[src/rtl/led_pwm_driver.sv]
// led_pwm_driver: LED brightness stepper with glitch-free PWM output.
// Each i_step pulse moves the level OFF->LOW->MID->HIGH->OFF; i_off forces OFF.
// The level state is visible directly on o_level.
// Optional macro LED_PWM_FADE_EN: when defined, the duty ramps by one count
// every FADE_STEP_CYCLES toward the selected level. When undefined, the duty
// loads the level's value directly and o_busy is tied low.
// Handshake: i_step / i_off are single-cycle strobes, sampled on every rising
// i_clk edge; there is no back-pressure.
module led_pwm_driver #(
    parameter int PWM_PERIOD       = 1000,
    parameter int DUTY_LOW         = 250,
    parameter int DUTY_MID         = 500,
    parameter int DUTY_HIGH        = 1000,
    parameter int FADE_STEP_CYCLES = 5000
) (
    input  logic       i_clk,
    input  logic       i_reset_n,
    input  logic       i_step,
    input  logic       i_off,
    output logic       o_pwm,
    output logic [1:0] o_level,
    output logic       o_busy
);

    localparam int DW = $clog2(PWM_PERIOD + 1);
    localparam int CW = (PWM_PERIOD > 1) ? $clog2(PWM_PERIOD) : 1;

    typedef enum logic [1:0] {
        ST_OFF  = 2'd0,
        ST_LOW  = 2'd1,
        ST_MID  = 2'd2,
        ST_HIGH = 2'd3
    } level_t;

    level_t        state_q;
    level_t        state_d;
    logic [DW-1:0] tgt_duty;
    logic [DW-1:0] cur_duty_q;
    logic [DW-1:0] cur_duty_d;
    logic [DW-1:0] app_duty_q;
    logic [CW-1:0] cnt_q;
    logic          cnt_wrap;
    logic          pwm_q;
    logic          busy_q;

    function automatic logic [DW-1:0] duty_of(input level_t lvl);
        logic [DW-1:0] d;
        case (lvl)
            ST_LOW:  d = DW'(DUTY_LOW);
            ST_MID:  d = DW'(DUTY_MID);
            ST_HIGH: d = DW'(DUTY_HIGH);
            default: d = '0;
        endcase
        return d;
    endfunction

    // Level state register.
    always_ff @(posedge i_clk or negedge i_reset_n) begin
        if (!i_reset_n) begin
            state_q <= ST_OFF;
        end else begin
            state_q <= state_d;
        end
    end

    // Next level: i_off has priority over i_step; HIGH wraps back to OFF.
    always_comb begin
        state_d = state_q;
        if (i_off) begin
            state_d = ST_OFF;
        end else if (i_step) begin
            state_d = level_t'(state_q + 2'd1);
        end
    end

    // Level outputs: the exposed level and its target duty.
    always_comb begin
        o_level  = state_q;
        tgt_duty = duty_of(state_q);
    end

`ifdef LED_PWM_FADE_EN
    localparam int RW = (FADE_STEP_CYCLES > 1) ? $clog2(FADE_STEP_CYCLES) : 1;

    logic [RW-1:0] ramp_q;
    logic          ramp_wrap;
    logic [DW-1:0] tgt_duty_d;

    assign ramp_wrap  = (ramp_q == RW'(FADE_STEP_CYCLES - 1));
    assign tgt_duty_d = duty_of(state_d);

    // Free-running ramp prescaler; level changes never restart it.
    always_ff @(posedge i_clk or negedge i_reset_n) begin
        if (!i_reset_n) begin
            ramp_q <= '0;
        end else if (ramp_wrap) begin
            ramp_q <= '0;
        end else begin
            ramp_q <= ramp_q + RW'(1);
        end
    end

    // Move the current duty one count toward the target on each ramp tick.
    always_comb begin
        cur_duty_d = cur_duty_q;
        if (ramp_wrap) begin
            if (cur_duty_q < tgt_duty) begin
                cur_duty_d = cur_duty_q + DW'(1);
            end else if (cur_duty_q > tgt_duty) begin
                cur_duty_d = cur_duty_q - DW'(1);
            end
        end
    end

    // Busy is computed from next-state values so it rises with o_level.
    always_ff @(posedge i_clk or negedge i_reset_n) begin
        if (!i_reset_n) begin
            busy_q <= 1'b0;
        end else begin
            busy_q <= (cur_duty_d != tgt_duty_d);
        end
    end
`else
    // Without fading, the current duty follows the target one cycle later.
    always_comb begin
        cur_duty_d = tgt_duty;
    end

    assign busy_q = 1'b0;
`endif

    // Current duty register.
    always_ff @(posedge i_clk or negedge i_reset_n) begin
        if (!i_reset_n) begin
            cur_duty_q <= '0;
        end else begin
            cur_duty_q <= cur_duty_d;
        end
    end

    assign cnt_wrap = (cnt_q == CW'(PWM_PERIOD - 1));

    // PWM counter, period-boundary duty latch and registered compare.
    always_ff @(posedge i_clk or negedge i_reset_n) begin
        if (!i_reset_n) begin
            cnt_q      <= '0;
            app_duty_q <= '0;
            pwm_q      <= 1'b0;
        end else begin
            cnt_q <= cnt_wrap ? '0 : cnt_q + CW'(1);
            if (cnt_wrap) begin
                app_duty_q <= cur_duty_q;
            end
            pwm_q <= (DW'(cnt_q) < app_duty_q);
        end
    end

    assign o_pwm  = pwm_q;
    assign o_busy = busy_q;

endmodule

[config.mk]
export PLATFORM = sky130hd
export DESIGN_NAME = led_pwm_driver
export DESIGN_NICKNAME = d
export VERILOG_FILES = /design/src/rtl/led_pwm_driver.sv
export SDC_FILE = /design/constraint.sdc
export NUM_CORES = 1
export LEC_CHECK = 0
export ABC_AREA = 1
export BUFFER_PORTS_ARGS = -buffer_cell sky130_fd_sc_hd__buf_2
export CAP_MARGIN = 20
export CORE_ASPECT_RATIO = 1.25
export CORE_MARGIN = 10
export CORE_UTILIZATION = 50
export CTS_CLUSTER_DIAMETER = 120
export DETAILED_ROUTE_END_ITERATION = 6
export HOLD_SLACK_MARGIN = 0.1
export PLACE_DENSITY = 0.68
export SYNTH_ARGS = -nofsm -noshare
export SYNTH_HDL_FRONTEND = slang
export SYNTH_SLANG_ARGS = --single-unit
export TNS_END_PERCENT = 100
[constraint.sdc]
create_clock -name i_clk -period 3.3 [get_ports i_clk]
set_input_delay 0.165 -clock i_clk [delete_from_list [all_inputs] [get_ports i_clk]]
set_output_delay 0.165 -clock i_clk [all_outputs]
set_load 0.1 [all_outputs]
==> flow_metrics.py <==
metrics = {
    "die": {
        "die_y_um": 78.2,
        "placementRows": 21,
        "die-area_um2": 5200,
        "die_w_um": 66.5,
        "pin_count": 8,
        "initial_core_util_pct": 51.5,
        "coreArea_um2": 2630,
    },
    "setup_path": {
        "worstPathArrival_ns": 1.65,
        "path_delay_family": "simple AND/OR/NAND/NOR gates",
        "critPathLaunchType": "flop",
        "crit_path_max_incr_delay_ns": 0.42,
        "cp-end-kind": "flop",
        "critical_path.slowest_cell": "dfrtp_1",
        "crit_buf_inv": 1,
        "crit_required_ns": 3.53,
        "crit_top_cell": "nand2_1",
        "crit_type": "flop to flop",
        "cp_max_fo": 13,
        "crit_path_cell_trace": "ha_1 -> nand2_1 -> nor2_2 -> nand3_2 -> clkinv_2 -> nand2_1 -> nand2_1",
    },
    "synth": {
        "async_reset_ff_share_pct": 100,
        "synthAdderAreaFrac_pct": 12.0,
        "yosysUniqueCellTypes": 20,
        "synth_compound_area_share_pct": 3.15,
        "synth_common_cells": "nand2_1 (46), dfrtp_1 (27), nor2_1 (24)",
        "synth_most_common_cell": "nand2_1",
        "yosysTopAreaCellShare_pct": 50.0,
        "synthSimpleGateAreaFrac_pct": 25.1,
        "synth_nets": 174,
        "synth-xor-area-share_pct": 1.94,
        "synth-edff-count": 0,
        "avgSynthCellArea_um2": 8.61,
        "ys.flop_type": "dfrtp_1",
        "synth_warnings": 0,
        "netlist_area_um2": 1350,
        "ys_ff_latch": 27,
        "synth_seq_area_share_pct": 50.0,
        "synthCells": 157,
        "synth_area_leaders": "dfrtp_1 (50%), nand2_1 (13%), ha_1 (12%), nor2_1 (6.7%), inv_1 (5.6%)",
        "synth_top_family_by_area": "simple AND/OR/NAND/NOR gates",
        "synth_top_area_cell": "dfrtp_1",
        "muxShareOfSynthArea_pct": 0,
    },
    "clock_network": {
        "cts_root_buf": "clkbuf_4",
        "cts_max_level": 1,
        "post_cts_resize_count": 0,
        "cts_buffer_depth": 2,
        "cts-buffers-inserted": 3,
        "clkLatencyLatePin_ns": 0.32,
        "cts_setup_buffers": 0,
        "holdBufCountCts": 2,
        "clk_pin_slew_ns": 0.14,
        "cts_tree": "done",
        "cts_sinks": 27,
    },
    "timing": {
        "hold_ws_ns": 0.114,
        "period_share_pct": 43.2,
        "setup_viol": 0,
        "rsz0062_at_grt": "false",
        "setup_tns_ns": 0,
        "worst_pin_slew_ns": 0.573,
        "relSlewSlack_pct": 61.8,
        "fin_crit_ns": 1.42,
        "max_freq_mhz": 702,
        "slew_violations": 0,
        "finalHoldViolations": 0,
        "skew_ns": 0.00310,
    },
    "final_layout": {
        "multi_input_area_um2": 574,
        "nFillCells": 253,
        "diodes": 0,
        "nets": 185,
        "seq_area_um2": 676,
        "fin_util_pct": 55.3,
        "drive_above_1_share_pct": 10.2,
        "area_growth_pct": 7.40,
    },
    "route": {
        "drtPass1Iterations": 4,
        "drtAntennaViolNets": 0,
        "routedWlPerCell_um": 11.4,
        "drc": 0,
        "vias_per_cell": 4.82,
        "drt_iter0_markers": 29,
        "vias": 969,
        "wl_mm": 2.29,
    },
    "outcome": {
        "status": "complete, no violations",
    },
    "grt": {
        "grt_pass1_wl_mm": 4.27,
        "grt_pass1_vias": 1015,
        "grt_max_degree": 28,
        "grt.total_usage_pct": 10.3,
        "antenna_found_initial": 0,
        "grt_overflow": 0,
    },
    "placed_design": {
        "globalplace.congestion": 0.823,
        "hpwl_mm": 1.80,
        "numPortBuffers": 6,
    },
    "hold_path": {
        "hp-class": "input pin to flop",
    },
    "job": {
        "max_cap_viol_count": 0,
    },
    "power_and_ir_drop": {
        "p_leak_nw": 0.809,
        "p_per_area_nw_per_um2": 368,
        "vdd_drop_max_v": 0.000295,
    },
}
[stage by stage]
| stage | instances | area (um^2) | total power (W) | setup slack [ns] |
|---|---|---|---|---|
| after detailed placement | 195 | 1410 | 0.000400 | 1.89 |
| final | 201 | 1450 | 0.000534 | 1.88 |
| after floorplan | 157 | 1350 | 0.000386 | 1.54 |
| after global routing | 201 | 1450 | 0.000561 | 1.71 |
| after CTS | 201 | 1450 | 0.000541 | 1.86 |
| after global placement | 195 | 1410 | 0.000400 | 1.92 |
[worst min-delay path: stages]
cell     delay (ns)
buf_2          0.11
xnor2_1        0.06
nor2_1         0.07
[layer usage]
layer	global-route usage [%]	wire length, um	share of wire [%]
met5	0	0	0
met4	5.25	47	2.0
met3	2.84	104	4.5
met2	17.5	1190	52
met1	11.3	954	42
[path summary, 6_finish.rpt]
check                         startpoint            end  slack (ns)  depth (start not counted)
max                             cnt_q[0]  app_duty_q[9]        1.88                          7
min                               i_step     o_level[0]        0.11                          3
max reg2reg                     cnt_q[0]  app_duty_q[9]        1.88                          7
min reg2reg                cur_duty_q[2]  app_duty_q[2]        0.46                          2
max in group asynchronous      i_reset_n       cnt_q[2]        2.57                          2
min in group asynchronous      i_reset_n          o_pwm        0.35                          2
[cell type report]
class,instances,area share (%)
sequential,27,46.5
inverter,22,5.77
tap,34,2.93
clock buffer,4,1.81
timing repair buffer,8,3.45
multi-input combinational,106,39.5
[where the power goes]
group	total, W	internal, W	switching, W
registers	0.000347	0.000341	0.00000530
clock network	0.000140	0.0000473	0.0000923
logic	0.0000478	0.0000109	0.0000369
[sequential cells by signal, summed over array words and instances (netlist names)]
signal / count
o_pwm: 1
app_duty_q: 7
cnt_q: 10
o_level: 2
cur_duty_q: 7
[cell usage in the layout (no fill, tap or decap)]
master and instances:
nand2_1 46, dfrtp_1 27, nor2_1 24, inv_1 20, ha_1 13, a21oi_1 7
buf_2 6, nand3_1 5, clkbuf_4 3, nor2_4 2, xnor2_1 2, dlygate4sd3_1 2
or2_2 1, nand2_2 1, inv_2 1, nor2_2 1, nand3_2 1, xor2_1 1
clkinv_2 1, a21o_1 1, conb_1 1, clkbuf_1 1
[cells by family after synthesis]
kind of cell / after synthesis
and+or+nand+nor: 81
DFF: 27
buffers and inverters: 24
adders and majority gates: 13
AOI/OAI and AO/OA: 8
xor gates and xnor gates: 3
other: 1
Power figures use the tool's default switching activity.
